===== src/rtl/mem_stall_bridge_if.sv =====
// Bus bundles around the stall bridge: the CPU-facing side and the memory-facing side.
// On each bundle the master drives requests and the slave answers them.

interface cpu_bus_if;
    logic [31:0] instr_address;
    logic [31:0] instr_readdata;
    logic [31:0] data_address;
    logic        data_read;
    logic        data_write;
    logic [31:0] data_writedata;
    logic [31:0] data_readdata;
    logic        clock_enable;

    // CPU side
    modport master (
        output instr_address, data_address, data_read, data_write, data_writedata,
        input  instr_readdata, data_readdata, clock_enable
    );

    // Bridge side
    modport slave (
        input  instr_address, data_address, data_read, data_write, data_writedata,
        output instr_readdata, data_readdata, clock_enable
    );
endinterface

interface mem_bus_if;
    logic        mem_instr_req;
    logic [31:0] mem_instr_addr;
    logic [31:0] mem_instr_rdata;
    logic        mem_instr_valid;
    logic        mem_data_req;
    logic        mem_data_we;
    logic [31:0] mem_data_addr;
    logic [31:0] mem_data_wdata;
    logic [31:0] mem_data_rdata;
    logic        mem_data_valid;

    // Bridge side
    modport master (
        output mem_instr_req, mem_instr_addr, mem_data_req, mem_data_we,
               mem_data_addr, mem_data_wdata,
        input  mem_instr_rdata, mem_instr_valid, mem_data_rdata, mem_data_valid
    );

    // Memory side
    modport slave (
        input  mem_instr_req, mem_instr_addr, mem_data_req, mem_data_we,
               mem_data_addr, mem_data_wdata,
        output mem_instr_rdata, mem_instr_valid, mem_data_rdata, mem_data_valid
    );
endinterface


===== src/rtl/mem_stall_bridge.sv =====
// Freezes a single-cycle CPU while a multi-cycle instruction fetch and the
// optional data access complete, then lets it run for exactly one cycle.
// Also raises a sticky fault on memory timeouts or illegal bus requests and
// counts stalled cycles.

module mem_stall_bridge #(
    parameter int unsigned TIMEOUT = 64   // legal range 2..255
) (
    input  logic             clk,
    input  logic             reset,
    cpu_bus_if.slave         cpu,
    mem_bus_if.master        mem,
    output logic             bus_error,
    output logic [31:0]      stall_cycles
);

    localparam logic [1:0] ST_FETCH = 2'd0;
    localparam logic [1:0] ST_DATA  = 2'd1;
    localparam logic [1:0] ST_EXEC  = 2'd2;
    localparam logic [1:0] ST_FAULT = 2'd3;

    localparam logic [7:0] WAIT_LIMIT = 8'(TIMEOUT - 1);

    logic [1:0]  state_q, state_d;
    logic [7:0]  wait_q, wait_d;
    logic [31:0] instr_q, instr_d;
    logic [31:0] rdata_q, rdata_d;
    logic [31:0] stall_q, stall_d;

    logic data_load, data_store, data_both, data_access;
    logic instr_req, data_req, instr_done, data_done, timed_out;

    // Decode the frozen instruction's bus request and the handshake events.
    assign data_load   = cpu.data_read  & ~cpu.data_write;
    assign data_store  = cpu.data_write & ~cpu.data_read;
    assign data_both   = cpu.data_read  &  cpu.data_write;
    assign data_access = data_load | data_store;

    // Requests are pure functions of state, so they drop the cycle after the
    // state moves on; a valid seen while the request is low is ignored.
    assign instr_req  = (state_q == ST_FETCH);
    assign data_req   = (state_q == ST_DATA) & data_access;
    assign instr_done = instr_req & mem.mem_instr_valid;
    assign data_done  = data_req  & mem.mem_data_valid;
    assign timed_out  = (wait_q == WAIT_LIMIT);

    // Next-state, wait counter, capture registers and stall counter.
    always_comb begin
        // NOTE: every variable gets a default first so no path leaves it unassigned (no latch).
        state_d = state_q;
        wait_d  = wait_q;
        instr_d = instr_q;
        rdata_d = rdata_q;
        stall_d = stall_q;

        case (state_q)
            ST_FETCH: begin
                if (instr_done) begin
                    instr_d = mem.mem_instr_rdata;
                    state_d = ST_DATA;
                end else if (timed_out) begin
                    state_d = ST_FAULT;
                end else begin
                    wait_d = wait_q + 8'd1;
                end
            end
            ST_DATA: begin
                if (data_both) begin
                    state_d = ST_FAULT;
                end else if (!data_access) begin
                    state_d = ST_EXEC;
                end else if (data_done) begin
                    if (data_load) begin
                        rdata_d = mem.mem_data_rdata;
                    end
                    state_d = ST_EXEC;
                end else if (timed_out) begin
                    state_d = ST_FAULT;
                end else begin
                    wait_d = wait_q + 8'd1;
                end
            end
            ST_EXEC:  state_d = ST_FETCH;
            default:  state_d = ST_FAULT;   // FAULT is left only by reset
        endcase

        // A valid on the timeout cycle is handled above first, so it wins.
        if (state_d != state_q) begin
            wait_d = '0;
        end

        // Stall count saturates instead of wrapping.
        if (state_q != ST_EXEC && stall_q != 32'hFFFF_FFFF) begin
            stall_d = stall_q + 32'd1;
        end
    end

    // State and data registers with synchronous reset.
    always_ff @(posedge clk) begin
        // NOTE: sequential state uses non-blocking assignments so all registers update together.
        if (reset) begin
            state_q <= ST_FETCH;
            wait_q  <= '0;
            instr_q <= '0;
            rdata_q <= '0;
            stall_q <= '0;
        end else begin
            state_q <= state_d;
            wait_q  <= wait_d;
            instr_q <= instr_d;
            rdata_q <= rdata_d;
            stall_q <= stall_d;
        end
    end

    // Enable stays high during reset so the CPU's own synchronous reset lands.
    assign cpu.clock_enable   = reset | (state_q == ST_EXEC);
    assign cpu.instr_readdata = instr_q;
    assign cpu.data_readdata  = rdata_q;

    // Address, data and we come straight from the frozen CPU, so they hold while req is high.
    assign mem.mem_instr_req  = instr_req;
    assign mem.mem_instr_addr = cpu.instr_address;
    assign mem.mem_data_req   = data_req;
    assign mem.mem_data_we    = data_req & cpu.data_write;
    assign mem.mem_data_addr  = cpu.data_address;
    assign mem.mem_data_wdata = cpu.data_writedata;

    assign bus_error    = (state_q == ST_FAULT);
    assign stall_cycles = stall_q;

endmodule


===== src/flat_wrapper.sv =====
// flat-port wrapper written by rule: the top's interface ports become plain ports
module mem_stall_bridge_flat 
#(
    parameter int unsigned TIMEOUT = 64                        
)
  (clk, reset, bus_error, stall_cycles, cpu_instr_address, cpu_data_address, cpu_data_read, cpu_data_write, cpu_data_writedata, cpu_instr_readdata, cpu_data_readdata, cpu_clock_enable, mem_mem_instr_req, mem_mem_instr_addr, mem_mem_data_req, mem_mem_data_we, mem_mem_data_addr, mem_mem_data_wdata, mem_mem_instr_rdata, mem_mem_instr_valid, mem_mem_data_rdata, mem_mem_data_valid);
  cpu_bus_if cpu_i ();
  mem_bus_if mem_i ();
  input  logic clk;
  input  logic reset;
  output logic bus_error;
  output logic [31:0] stall_cycles;
  input wire logic [$bits(cpu_i.instr_address)-1:0] cpu_instr_address;
  input wire logic [$bits(cpu_i.data_address)-1:0] cpu_data_address;
  input wire logic [$bits(cpu_i.data_read)-1:0] cpu_data_read;
  input wire logic [$bits(cpu_i.data_write)-1:0] cpu_data_write;
  input wire logic [$bits(cpu_i.data_writedata)-1:0] cpu_data_writedata;
  output wire logic [$bits(cpu_i.instr_readdata)-1:0] cpu_instr_readdata;
  output wire logic [$bits(cpu_i.data_readdata)-1:0] cpu_data_readdata;
  output wire logic [$bits(cpu_i.clock_enable)-1:0] cpu_clock_enable;
  output wire logic [$bits(mem_i.mem_instr_req)-1:0] mem_mem_instr_req;
  output wire logic [$bits(mem_i.mem_instr_addr)-1:0] mem_mem_instr_addr;
  output wire logic [$bits(mem_i.mem_data_req)-1:0] mem_mem_data_req;
  output wire logic [$bits(mem_i.mem_data_we)-1:0] mem_mem_data_we;
  output wire logic [$bits(mem_i.mem_data_addr)-1:0] mem_mem_data_addr;
  output wire logic [$bits(mem_i.mem_data_wdata)-1:0] mem_mem_data_wdata;
  input wire logic [$bits(mem_i.mem_instr_rdata)-1:0] mem_mem_instr_rdata;
  input wire logic [$bits(mem_i.mem_instr_valid)-1:0] mem_mem_instr_valid;
  input wire logic [$bits(mem_i.mem_data_rdata)-1:0] mem_mem_data_rdata;
  input wire logic [$bits(mem_i.mem_data_valid)-1:0] mem_mem_data_valid;
  assign cpu_i.instr_address = cpu_instr_address;
  assign cpu_i.data_address = cpu_data_address;
  assign cpu_i.data_read = cpu_data_read;
  assign cpu_i.data_write = cpu_data_write;
  assign cpu_i.data_writedata = cpu_data_writedata;
  assign cpu_instr_readdata = cpu_i.instr_readdata;
  assign cpu_data_readdata = cpu_i.data_readdata;
  assign cpu_clock_enable = cpu_i.clock_enable;
  assign mem_mem_instr_req = mem_i.mem_instr_req;
  assign mem_mem_instr_addr = mem_i.mem_instr_addr;
  assign mem_mem_data_req = mem_i.mem_data_req;
  assign mem_mem_data_we = mem_i.mem_data_we;
  assign mem_mem_data_addr = mem_i.mem_data_addr;
  assign mem_mem_data_wdata = mem_i.mem_data_wdata;
  assign mem_i.mem_instr_rdata = mem_mem_instr_rdata;
  assign mem_i.mem_instr_valid = mem_mem_instr_valid;
  assign mem_i.mem_data_rdata = mem_mem_data_rdata;
  assign mem_i.mem_data_valid = mem_mem_data_valid;
  mem_stall_bridge #(.TIMEOUT(TIMEOUT)) u_core (.clk(clk), .reset(reset), .cpu(cpu_i), .mem(mem_i), .bus_error(bus_error), .stall_cycles(stall_cycles));
endmodule

===== config.mk =====
export PLATFORM = sky130hd
export DESIGN_NAME = mem_stall_bridge_flat
export DESIGN_NICKNAME = d
export VERILOG_FILES = /design/src/rtl/mem_stall_bridge_if.sv /design/src/rtl/mem_stall_bridge.sv /design/src/flat_wrapper.sv
export SDC_FILE = /design/constraint.sdc
export NUM_CORES = 1
export LEC_CHECK = 0
export ABC_AREA = 0
export ABC_CLOCK_PERIOD_IN_PS = 3100
export CAP_MARGIN = 15
export CORE_AREA = 2 2 143 145
export DETAILED_ROUTE_END_ITERATION = 12
export DIE_AREA = 0 0 145 147
export GPL_TIMING_DRIVEN = 0
export HOLD_SLACK_MARGIN = 0.1
export PLACE_DENSITY_LB_ADDON = 0.05
export SYNTH_ARGS = -nofsm -noshare
export SYNTH_HDL_FRONTEND = slang
export SYNTH_SLANG_ARGS = --single-unit

===== constraint.sdc =====
create_clock -name clk -period 3.1 [get_ports clk]
set_input_delay 0.62 -clock clk [delete_from_list [all_inputs] [get_ports clk]]
set_output_delay 0.62 -clock clk [all_outputs]
set_load 0.03 [all_outputs]

Word-level counts from Yosys, hierarchy flattened --
Cells that the tools add are included.
Storage, ports and cells: register bits after elaboration 106, output and inout port bits 197
Operators by class: $add $sub $neg 2, equal/unequal tests 11, multiplexer cells 12, bitwise logic cells 12, reduce and logical (&&, ||, !) cells 7
Operators by type and width (number):
- 2-to-1 mux 8 bit | 5
- adder 32 x 1 -> 32 bit (second input constant) | 1
- inequality test 32 bit (second input constant) | 1
- one-hot mux 8 bit (2 select lines) | 1
- 2-to-1 mux 2 bit | 5
- AND reduction 5 bit | 2
- adder 8 x 1 -> 8 bit (second input constant) | 1
- == test 8 x 6 -> 1 bit (second input constant) | 1
- inequality test 2 bit (second input constant) | 4
- bitwise AND 1 bit | 7
- one-hot mux 2 bit (3 select lines) | 1
- == test 2 bit (second input constant) | 2
- NOT 1 bit | 3
- == test 2 x 1 -> 1 bit (second input constant) | 1
- logical NOT 2 bit | 1
- inequality test 2 x 1 -> 1 bit (second input constant) | 1
- inequality test 2 bit | 1
- OR 1 bit | 2
- AND reduction 2 bit | 1
- nonzero test 2 bit | 1
- OR reduction 2 bit | 1
- logical AND 1 bit | 1

Logic depth before layout (Yosys ltp) --
word-level depth 11, mapped depth 8

Least setup slack after synthesis --
OpenSTA, ideal clock, no wires.
path kind reg-to-reg, start register u_core.stall_q[0] (netlist: u_core.stall_cycles[0]), end register u_core.stall_q[1] (netlist: u_core.stall_cycles[1]), arrival 2.442 ns, slack 0.531 ns, stages on the path, launching flop included 9, period minus slack after synthesis 2.569 ns, cells stage by stage dfxtp_1 ha_1 nand3_1 or4_1 o31ai_2 buf_2 buf_2 mux2i_1 nor2_1
On the way: word-level cells in the longest chain between the ends 2, elaborated cells on any way between the ends 3, classes of those cells add/sub: 1; eq/ne: 1; reduce/logical: 1
RTL lines:
- from (decl) | RTL line mem_stall_bridge.sv:28 | logic [31:0] stall_q, stall_d;
- from (signal assigned) | RTL line mem_stall_bridge.sv:112 | stall_q <= stall_d;
- parallel branches: the longest is 2 deep, another holds adder 32 x 1 -> 32 bit
Parallel ways; which one is timed is not known. A chain may end at the register's enable or synchronous reset.

Worst setup path after layout --
start input port reset, end output port cpu_clock_enable
On the way: word-level cells in the longest chain between the ends 1
RTL lines:
- from (decl) | RTL line flat_wrapper.sv:10 | input logic reset;
- OR 1 bit | RTL line mem_stall_bridge.sv:117 | assign cpu.clock_enable = reset | (state_q == ST_EXEC);
- to (decl) | RTL line flat_wrapper.sv:20 | output wire logic [$bits(cpu_i.clock_enable)-1:0] cpu_clock_enable;
Every way passes these cells.

==> results.md <==
- Worst setup EP type: output pin
- Layout fillers: 2010
- HP Class: register to register
- Clock Latency Late Sink: 0.35 ns
- Setup violations, final: 0
- Floorplan Core Area: 19800 um2
- Final Max Tran Viols: 0
- Critical Path AT: 2.28 ns
- Post-layout utilization of the core: 42.3%
- Clock Skew: 0.00841 ns
- Met3 Track Usage GR: 7.52%
- CTS buffer count: 9
- GRT Total Usage: 15.2%
- Finished Layout Cells: 1185
- Routed WL per cell: 14.1 um
- Pin count of the biggest net entering global routing: 17
- Initial antenna violation count: 0
- Cell total after placement: 1169
- First-pass GRT wire length: 26300 um
- Final period util: 93.4%
- Worst vdd ir: 0.266 mV
- Clock root buffer: clkbuf_16
- CTS clk-pin slew, worst paths: 0.07 ns
- Clock Path Buffers: 2
- Post-Syn Nets: 803
- Hpwl dp: 13200 um
- # Max-Cap Violations: 0
- Die X: 145 um
- Sequential share of the synthesized area: 42.1%
- Most frequent cells in the layout: 263 x clkdlybuf4s50_1, 145 x nand2_1, 106 x dfxtp_1
- Status: complete, no violations
- Critical Path RT: 2.48 ns
- Sink Count: 106
- Die Area: 21300 um2
- Final global-route overflow total: 0
- Postcts setup bufs: 0
- Setup Crit Path Kind: input port to output pin
- Starting density of the core: 25.4%
- Final antenna-violating net count: 0
- LEAKAGE: 3.06 nW
- Top Usage Layer GRT: met2
- DRC viols: 0
- H-Tree Depth: 3
- Fin crit period: 2.90 ns
- # IOs: 363
- Count of cell types in the netlist: 36
- Layout Nets: 1080
- Port Buffer Count: 266
- Hold Fails Final Rpt: 0
- Share of the synthesized area in the top cell type: 42.1%
- Worst setup SP type: input port
- Area delta synth->final: 66.4%
- Average cell area after synthesis: 7.96 um2
- FF-to-FF Start: u_core.stall_cycles[0]
- Met1 Use GR: 15.6%
- Post-Route WL: 16700 um
- Hold path start: u_core.cpu.instr_readdata[25]
- Vias in the first global route: 5117
- Fmax: 0.345 GHz
- YS warnings: 0
- Synth top area cells: dfxtp_1 42%, buf_4 14%, nand2_1 11%
- RSZ-0062 raised after global routing: false
- Via Count: 5203
- Layout cells sized above 1: 13.4%
- # diodes: 0
- GR Util met2: 27.0%
- 1st-iter DRT viols: 170
- Die H: 147 um
- FF+latch count, synth: 106
- Crit path from: reset
- Worst-path fanout max: 10
- Vias per cell: 4.39
- DRT Pass-1 Iters: 4
- Normalized max-slew margin: 34.2%
- Cell taking the most area after synthesis: dfxtp_1
- Row count: 52
- Routability cong.: 0.764
- Worst slew pin tran: 0.978 ns
- Cells after Synth: 633
- Synth Cell Area: 5040 um2
- PD cells: 412 nW/um2
- Commonest non-fill, non-tap cell in the layout: clkdlybuf4s50_1
- CTS tree: yes
-- area by class of cell --
cell class                 count  area, um2  area share, %
buffer                       127        845           10.1
clock buffer                  12        256           3.06
clock inverter                 4       73.8          0.880
inverter                       4       15.0          0.179
multi-input combinational    396       2080           24.7
sequential                   106       2120           25.3
tap                          270        338           4.03
timing repair buffer         266       2660           31.7
-- worst max-delay path: stages --
cell	delay (ns)
clkdlybuf4s50_1	0.48
clkbuf_2	0.26
clkbuf_2	0.32
nand2b_1	0.14
dlygate4sd2_1	0.45
-- layer usage --
layer	routed length (um)	share of wire [%]
met5	0	0
met4	342	2.0
met3	1840	11
met2	8330	50
met1	6200	37
-- cell families (layout without fill, tap and decap cells) --
| logic type | after synthesis | count (layout) | synth area share, % |
|---|---|---|---|
| compound gates | 124 | 124 | 13.7 |
| xor+xnor | 14 | 14 | 2.43 |
| fa+ha+maj | 4 | 4 | 0.993 |
| buf+inv | 131 | 413 | 17.0 |
| flops | 106 | 106 | 42.1 |
| mux | 3 | 3 | 0.621 |
| simple gates | 251 | 251 | 23.2 |
-- per-stage QoR --
| stage | total power [mW] | setup TNS, ns | hold WS, ns | cell area, um2 | setup slack (ns) |
|---|---|---|---|---|---|
| floorplan | 1.88 | 0 | 0.448 | 5040 | 0.531 |
| global placement | 2.22 | -1.59 | 0.443 | 8040 | -0.596 |
| detailed placement | 2.23 | -3.22 | 0.447 | 8040 | -0.620 |
| CTS | 3.53 | 0 | 0.457 | 8370 | 0.0299 |
| global route | 3.62 | 0 | 0.473 | 8390 | 0.0306 |
| finish | 3.46 | 0 | 0.453 | 8390 | 0.204 |
-- Yosys cell counts --
| cell type | instances |
|---|---|
| a211oi_1 | 1 |
| a21oi_1 | 89 |
| and2_1 | 5 |
| and3_1 | 7 |
| and4_1 | 4 |
| buf_2 | 4 |
| buf_4 | 96 |
| clkbuf_1 | 27 |
| dfxtp_1 | 106 |
| ha_1 | 4 |
| inv_1 | 4 |
| mux2_2 | 1 |
| mux2i_1 | 2 |
| nand2_1 | 145 |
| nand2b_1 | 3 |
| nand3_1 | 12 |
| nand3_2 | 1 |
| nand3b_1 | 1 |
| nand4_1 | 10 |
| nand4b_1 | 1 |
| nor2_1 | 24 |
| nor2b_1 | 2 |
| nor3_1 | 2 |
| nor4_1 | 4 |
| o2111ai_1 | 4 |
| o211ai_1 | 1 |
| o21ai_0 | 12 |
| o21bai_1 | 1 |
| o31ai_1 | 14 |
| o31ai_2 | 1 |
| o41ai_1 | 1 |
| or2_2 | 2 |
| or3_1 | 13 |
| or4_1 | 14 |
| or4b_1 | 1 |
| xor2_1 | 14 |
-- state kept, by name, indices dropped and copies added, names as in the netlist --
signal	cells
u_core.cpu.data_readdata	32
u_core.state_q	2
u_core.wait_q	8
u_core.stall_cycles	32
u_core.cpu.instr_readdata	32
-- path summary, 6_finish.rpt --
path                                   end  slack [ns]  depth (start not counted)
max                       cpu_clock_enable        0.20                          5
min          u_core.cpu.instr_readdata[25]        0.45                          2
max reg2reg         u_core.stall_cycles[1]        0.32                          8
min reg2reg  u_core.cpu.instr_readdata[25]        0.45                          2
-- power breakdown --
part | leakage [nW] | internal (mW) | switching (mW)
Clock | 0.163 | 0.753 | 0.518
Sequential | 0.860 | 1.40 | 0.0239
Combinational | 2.04 | 0.367 | 0.397
-- repair_timing --
action                                  4_1_cts  5_1_grt
gates resized for setup                       4        3
endpoints found under the hold margin         0        0
endpoints found under the setup margin        2       19
gates cloned                                  0        0
pin swaps                                     0        0
hold buffers                                  0        0
No activity file was read; power rests on OpenSTA's default activity.
